===== config.mk =====
export PLATFORM = sky130hd
export DESIGN_NAME = activation_unit
export DESIGN_NICKNAME = d
export VERILOG_FILES = /design/src/rtl/nn_pkg.sv /design/src/rtl/plan_sigmoid_core.sv /design/src/rtl/activation_unit.sv
export SDC_FILE = /design/constraint.sdc
export NUM_CORES = 1
export LEC_CHECK = 0
export ABC_AREA = 1
export BUFFER_PORTS_ARGS = -buffer_cell sky130_fd_sc_hd__buf_2
export CORE_ASPECT_RATIO = 1.75
export CORE_MARGIN = 8
export CORE_UTILIZATION = 57
export DETAILED_ROUTE_END_ITERATION = 12
export MAX_ROUTING_LAYER = met4
export PLACE_DENSITY = 0.85
export SYNTH_ARGS = -nofsm -noshare
export SYNTH_HDL_FRONTEND = slang
export SYNTH_SLANG_ARGS = --single-unit

===== constraint.sdc =====
create_clock -name clk_in -period 4.99 [get_ports clk_in]
set_input_delay 0.499 -clock clk_in [delete_from_list [all_inputs] [get_ports clk_in]]
set_output_delay 0.499 -clock clk_in [all_outputs]
set_load 0.02 [all_outputs]

===== src/rtl/nn_pkg.sv =====
// Shared neural-network datapath types and Q8.8 constants.
package nn_pkg;

  typedef enum logic [1:0] {
    ACT_RELU    = 2'd0,
    ACT_SIGMOID = 2'd1,
    ACT_IDENT   = 2'd2,
    ACT_RSVD    = 2'd3
  } act_sel_e;

  // PLAN segment index, ordered from the saturated tail down to the origin.
  typedef enum logic [1:0] {
    SEG_SAT = 2'd0,
    SEG_HI  = 2'd1,
    SEG_MID = 2'd2,
    SEG_LO  = 2'd3
  } seg_e;

  localparam logic [15:0] Q_ONE   = 16'h0100;
  localparam logic [15:0] Q_HALF  = 16'h0080;

  // PLAN breakpoints (5.0 and 2.375) and segment offsets.
  localparam logic [15:0] BP_SAT  = 16'h0500;
  localparam logic [15:0] BP_HI   = 16'h0260;
  localparam logic [15:0] OFF_HI  = 16'h00D8;
  localparam logic [15:0] OFF_MID = 16'h00A0;

  // Pick the PLAN segment for a non-negative magnitude.
  function automatic seg_e plan_seg(input logic [15:0] a);
    if (a >= BP_SAT)     return SEG_SAT;
    else if (a >= BP_HI) return SEG_HI;
    else if (a >= Q_ONE) return SEG_MID;
    else                 return SEG_LO;
  endfunction

endpackage


===== src/rtl/plan_sigmoid_core.sv =====
// PLAN sigmoid shift+add on the magnitude for an already-chosen segment.
// Output is the positive-half sigmoid value in 0x0080..0x0100.
module plan_sigmoid_core
  import nn_pkg::*;
#(
  parameter int DATA_WIDTH = 16
) (
  input  logic [DATA_WIDTH-1:0] mag_i,
  input  seg_e                  seg_i,
  output logic [DATA_WIDTH-1:0] y_o
);

  // Segment-dependent slope (as a shift) plus intercept.
  always_comb begin
    y_o = DATA_WIDTH'(Q_HALF);
    case (seg_i)
      SEG_SAT: y_o = DATA_WIDTH'(Q_ONE);
      SEG_HI:  y_o = (mag_i >> 5) + DATA_WIDTH'(OFF_HI);
      SEG_MID: y_o = (mag_i >> 3) + DATA_WIDTH'(OFF_MID);
      default: y_o = (mag_i >> 2) + DATA_WIDTH'(Q_HALF);
    endcase
  end

endmodule


===== src/rtl/activation_unit.sv =====
// Three-stage activation pipeline (ReLU / PLAN sigmoid / identity) with a
// valid/ready handshake and full backpressure. The whole pipe freezes when
// the output word is valid but not taken.
module activation_unit
  import nn_pkg::*;
#(
  parameter int DATA_WIDTH = 16,
  parameter int FRAC_BITS  = 8
) (
  input  logic                  clk_in,
  input  logic                  rst_in,
  input  logic [DATA_WIDTH-1:0] data_in,
  input  logic [1:0]            act_sel_in,
  input  logic                  valid_in,
  output logic                  ready_out,
  output logic [DATA_WIDTH-1:0] data_out,
  output logic                  valid_out,
  input  logic                  ready_in
);

  localparam logic [DATA_WIDTH-1:0] ONE     = DATA_WIDTH'(1) << FRAC_BITS;
  localparam logic [DATA_WIDTH-1:0] MAX_POS = {1'b0, {(DATA_WIDTH-1){1'b1}}};
  localparam logic [DATA_WIDTH-1:0] MIN_NEG = {1'b1, {(DATA_WIDTH-1){1'b0}}};

  // |x| with the most negative code saturated to the largest positive code.
  function automatic logic [DATA_WIDTH-1:0] sat_abs(input logic signed [DATA_WIDTH-1:0] x);
    logic signed [DATA_WIDTH-1:0] negx;
    negx = -x;
    if (x == $signed(MIN_NEG)) return MAX_POS;
    else if (x < 0)            return $unsigned(negx);
    else                       return $unsigned(x);
  endfunction

  // Reflect the positive-half sigmoid for negative inputs: s(-x) = 1 - s(x).
  function automatic logic [DATA_WIDTH-1:0] sign_fix(input logic neg,
                                                     input logic [DATA_WIDTH-1:0] y);
    return neg ? (ONE - y) : y;
  endfunction

  logic                         stall;
  logic                         adv;

  logic                         vld_p1_q, vld_p2_q, vld_p3_q;
  logic [DATA_WIDTH-1:0]        mag_p1_q;
  seg_e                         seg_p1_q;
  logic                         neg_p1_q, neg_p2_q;
  act_sel_e                     sel_p1_q, sel_p2_q;
  logic signed [DATA_WIDTH-1:0] x_p1_q, x_p2_q;
  logic [DATA_WIDTH-1:0]        y_p2_q;
  logic [DATA_WIDTH-1:0]        data_out_q;

  logic signed [DATA_WIDTH-1:0] x_p0;
  logic [DATA_WIDTH-1:0]        mag_p0;
  logic [DATA_WIDTH-1:0]        y_p1;
  logic [DATA_WIDTH-1:0]        result_d;

  assign stall     = vld_p3_q & ~ready_in;
  assign adv       = ~stall;
  assign ready_out = adv;
  assign valid_out = vld_p3_q;
  assign data_out  = data_out_q;

  assign x_p0   = $signed(data_in);
  assign mag_p0 = sat_abs(x_p0);

  // Valid bits: the only reset state besides the output word.
  always_ff @(posedge clk_in) begin
    if (rst_in) begin
      vld_p1_q <= 1'b0;
      vld_p2_q <= 1'b0;
      vld_p3_q <= 1'b0;
    end else if (adv) begin
      vld_p1_q <= valid_in;
      vld_p2_q <= vld_p1_q;
      vld_p3_q <= vld_p2_q;
    end
  end

  // ---- S1: magnitude, sign, select, raw x, segment index ----
  always_ff @(posedge clk_in) begin
    if (adv) begin
      mag_p1_q <= mag_p0;
      seg_p1_q <= plan_seg(mag_p0);
      neg_p1_q <= x_p0[DATA_WIDTH-1];
      sel_p1_q <= act_sel_e'(act_sel_in);
      x_p1_q   <= x_p0;
    end
  end

  plan_sigmoid_core #(
    .DATA_WIDTH(DATA_WIDTH)
  ) u_core (
    .mag_i(mag_p1_q),
    .seg_i(seg_p1_q),
    .y_o  (y_p1)
  );

  // ---- S2: segment shift+add result ----
  always_ff @(posedge clk_in) begin
    if (adv) begin
      y_p2_q   <= y_p1;
      neg_p2_q <= neg_p1_q;
      sel_p2_q <= sel_p1_q;
      x_p2_q   <= x_p1_q;
    end
  end

  // Final function mux: sign-corrected sigmoid, ReLU, or pass-through.
  always_comb begin
    result_d = $unsigned(x_p2_q);
    case (sel_p2_q)
      ACT_RELU:    result_d = (x_p2_q < 0) ? '0 : $unsigned(x_p2_q);
      ACT_SIGMOID: result_d = sign_fix(neg_p2_q, y_p2_q);
      default:     result_d = $unsigned(x_p2_q);
    endcase
  end

  // ---- S3: output word, updated only for valid words so bubbles keep it ----
  always_ff @(posedge clk_in) begin
    if (rst_in) begin
      data_out_q <= '0;
    end else if (adv && vld_p2_q) begin
      data_out_q <= result_d;
    end
  end

endmodule


# Yosys cells after proc, flatten, opt, wreduce, memory -nomap -nowiden
# Cells that the tools add are included.
# totals
reg_bits	91
out_inout_bits	18
# op_classes
addsub	5
n_lt_le_gt_ge	5
eq_ne	4
mux	8
n_bitwise	3
n_reduce_logical	4
# op_table
operator	n
$mux 16	4
$pmux 16 s3	1
$lt 16x1->1 const B	2
$pmux 16 s2	1
$eq 16x16->1 const B	1
$ge 16x10->1 const B	1
$ge 16x11->1 const B	1
$ge 16x9->1 const B	1
$neg 16->16	1
$sub 9x16->16 const A	1
$add 14x8->15 const B	1
$add 13x8->14 const B	1
$add 11x8->12 const B	1
$eq 2x1->1 const B	2
$logic_not 2->1	2
$eq 2x2->1 const B	1
$mux 1	2
$not 1->1	2
$reduce_or 2->1	1
$and 1x1->1	1
$logic_and 1x1->1	1

# Longest topological paths before layout
# logic_depth
depth_word	6
mapped_depth	14

# By module
# A second synthesis with hierarchy kept.
# hier_totals
cells_unflattened	535
area_unflattened_um2	4608.2
# modules_own_cells
module	n_inst	cells_per_inst	area_per_inst_um2	seq_area_each_um2
activation_unit	1	391	3910.0	2482.4
plan_sigmoid_core	1	144	698.2	0.0

# Worst setup path before layout
# Ideal clock, no wire load.
# synth_path
path_type	input port to output port
start	in ready_in
end	out ready_out
arrival_time_ps	2016
required_ps	4491
slack_ps	2475
stages	2
cell_sequence	nor2_1 inv_1
# synth_between
elab_chain_len	3
# synth_lines
element	line_no	source
start: declaration	activation_unit.sv:18	input logic ready_in
$not 1->1	activation_unit.sv:57	assign stall = vld_p3_q & ~ready_in;
$and 1x1->1	activation_unit.sv:57	
$not 1->1	activation_unit.sv:58	assign adv = ~stall;
end: declaration	activation_unit.sv:15	output logic ready_out,
# Every way passes these cells.

# Worst setup path in the final report
# layout_path
start	reg vld_p3_q (netlist: valid_out)
end	reg data_out_q[2] (netlist: data_out[2])
# layout_between
elab_chain_len	3
# layout_lines
element	line_no	source
start: declaration	activation_unit.sv:43	logic vld_p1_q, vld_p2_q, vld_p3_q;
start signal: assignment	activation_unit.sv:75	vld_p3_q <= vld_p2_q;
$and 1x1->1	activation_unit.sv:57	
$not 1->1	activation_unit.sv:58	
$logic_and 1x1->1	activation_unit.sv:122	end else if (adv && vld_p2_q) begin
end signal: assignment	activation_unit.sv:123	data_out_q <= result_d;
end: declaration	activation_unit.sv:50	logic [DATA_WIDTH-1:0] data_out_q;
# Every way passes these cells.
# A chain may end at the register's enable or synchronous reset.

==> results.ini <==
[global_routing]
gr-total-overflow=0
grt_pass1_vias=3692
grt_max_degree=55
grt_pass1_wl_um=16900
antenna_found_initial=0
grt_util_all_layers=0.193

[sta]
setup_tns_ns=0
period_minus_slack_ns=2.05
fmaxAchievable_mhz=488
worst_pin_slew_ns=0.847
fin_ws_ns=2.94
hold_viol_final=0
max_slew_margin=0.433
slew_violations=0
finalSetupViolCount=0
fin_crit_sh=0.411
rsz0062_at_grt=false
skew_ns=0.00626

[cts]
cts_sinks=86
cts_tree=built
clk_path_buf_depth=2
cts_buffers=9
post_cts_buffers=0
cts_root_buf=clkbuf_16
clk_pin_slew_ns=0.07
cts_resized=0
hold_buffers=0
cts_max_level=3
clk_latency_ns=0.34

[floorplanning]
rows=43
pin_count=40
die_area_mm2=0.0111
initial_utilization=0.578
core_area_mm2=0.00775
die_x_um=83.0
die_h_um=133

[route]
drtPass1Iterations=5
vias=3694
wire_per_inst_um=16.2
drt_iter0_drc=221
routed_via_density=5.75
routed_wl_um=10400
ant_nets=0
drc=0

[logic_synthesis]
synthTopCellsByArea=edfxtp_1 45%, dfxtp_1 8.5%, nand2_1 7.8%
yosys_warnings=0
syn_area_mm2=0.00447
synth-async-reset-ratio=0
ys_seq_elements=86
synth_area_leader_cell=edfxtp_1
yosysSeqAreaShare=0.535
ys.flop_type=edfxtp_1
postSynthAreaPerCell_um2=8.86
synth_edf_count=67
syn_inst=505
synth.distinct_cells=35
synth_nets=534
synth.top_cell.area_share=0.450

[worst_setup_path]
cp-start-kind=flop
r2r-start=valid_out
critical_path_class=flop to flop
crit_fanout=17
endpoint_kind=flop
critPathArrivalTime_ns=2.28
cp.required_ns=5.22
startpoint=valid_out

[power_and_ir_drop]
vdd_drop_max_mv=0.224
power.density_mw_per_mm2=364
leakage_nw=2.23

[place]
pre_cts_ws_ns=2.74
routabilityCongestion=1.03
io_buffers=39
place_inst=626
dp_hpwl_um=7770

[finish]
layout.cells.non_filler=642
syn_to_final_growth_pct=12.9
final_common_cell=nand2_1
final_util=0.652
antenna_cells=0
nets=576
final_cell_mix=93 x nand2_1, 67 x inv_1, 67 x edfxtp_1
drive_gt1_frac=0.178

[min_path]
hold_start=act_sel_in[0]
hp-class=input port to flop

[run]
cap_violations=0

[outcome]
status=completed

-- routing by layer --
metal | part of all wire | routed length (um) | up-vias | track usage
met2 | 0.56 | 5830 | 143 | 0.362
met4 | 0.046 | 477 | 0 | 0.135
met5 | 0 | 0 | - | -
met3 | 0.047 | 490 | 33 | 0.0397
li1 | - | - | 1793 | -
met1 | 0.35 | 3590 | 1725 | 0.164
-- critical path, stage by stage (launching register included) --
cell	delay [ns]
dfxtp_1	0.31
inv_1	0.05
nor2_1	0.07
nor2_1	0.65
inv_1	0.45
a221oi_1	0.34
nor2_1	0.06
-- kinds of logic (layout without fill, tap and decap cells) --
| family | count (synthesis) | after routing | synth area share |
|---|---|---|---|
| compound gates | 102 | 102 | 0.127 |
| xor+xnor | 5 | 5 | 0.00979 |
| fa+ha+maj | 7 | 7 | 0.0196 |
| buf+inv | 80 | 127 | 0.0702 |
| flops | 86 | 86 | 0.535 |
| simple gates | 225 | 225 | 0.239 |
-- metrics by stage --
stage               cell area, um2  power [W]  hold slack (ns)
finish                        5050    0.00184            0.331
CTS                           5050    0.00184            0.321
detailed placement            4740    0.00116            0.412
floorplan                     4470    0.00107            0.400
global placement              4740    0.00115            0.402
global route                  5050    0.00192            0.313
-- area by class of cell --
cell class	count	area, um2
inverter	71	267
timing repair buffer	40	203
fill	628	2690
clock buffer	9	225
clock inverter	7	86.3
sequential	86	2390
tap	90	113
multi-input combinational	339	1770
-- sequential cells by signal, indices dropped and copies added, names as in the netlist --
signal and count:
neg_p2_q 1, x_p2_q 15, sel_p1_q 2, valid_out 1, x_p1_q 15, y_p2_q 15, sel_p2_q 2, mag_p1_q 14
data_out 16, vld_p2_q 1, vld_p1_q 1, neg_p1_q 1, seg_p1_q 2
-- cells in the mapped netlist, types with 2 or more instances --
library cell,n
nand2_1,93
inv_1,68
edfxtp_1,67
nor2_1,49
a21oi_1,43
o21ai_0,41
nand3_1,36
dfxtp_1,19
nand2_2,11
nor2_2,8
ha_1,7
nand3_2,7
buf_2,5
nand4_1,5
o211ai_1,5
o221ai_1,5
nor2_4,4
nor3_1,4
xor2_1,4
inv_2,3
nor3_2,3
buf_4,2
clkbuf_1,2
nand3b_1,2
or2_2,2
-- power by group --
group / switching, W / total, W / internal (W)
clock: 0.000292 / 0.000692 / 0.000400
combinational: 0.000189 / 0.000276 / 0.0000872
sequential: 0.0000377 / 0.000873 / 0.000835
-- final timing paths --
| path | to | slack (ns) | cells past startpoint |
|---|---|---|---|
| min reg2reg | x_p2_q[4] | 0.43 | 0 |
| max | data_out[2] | 2.94 | 6 |
| max reg2reg | data_out[2] | 2.94 | 6 |
| min | sel_p1_q[0] | 0.33 | 1 |
Power figures use the tool's default switching activity.
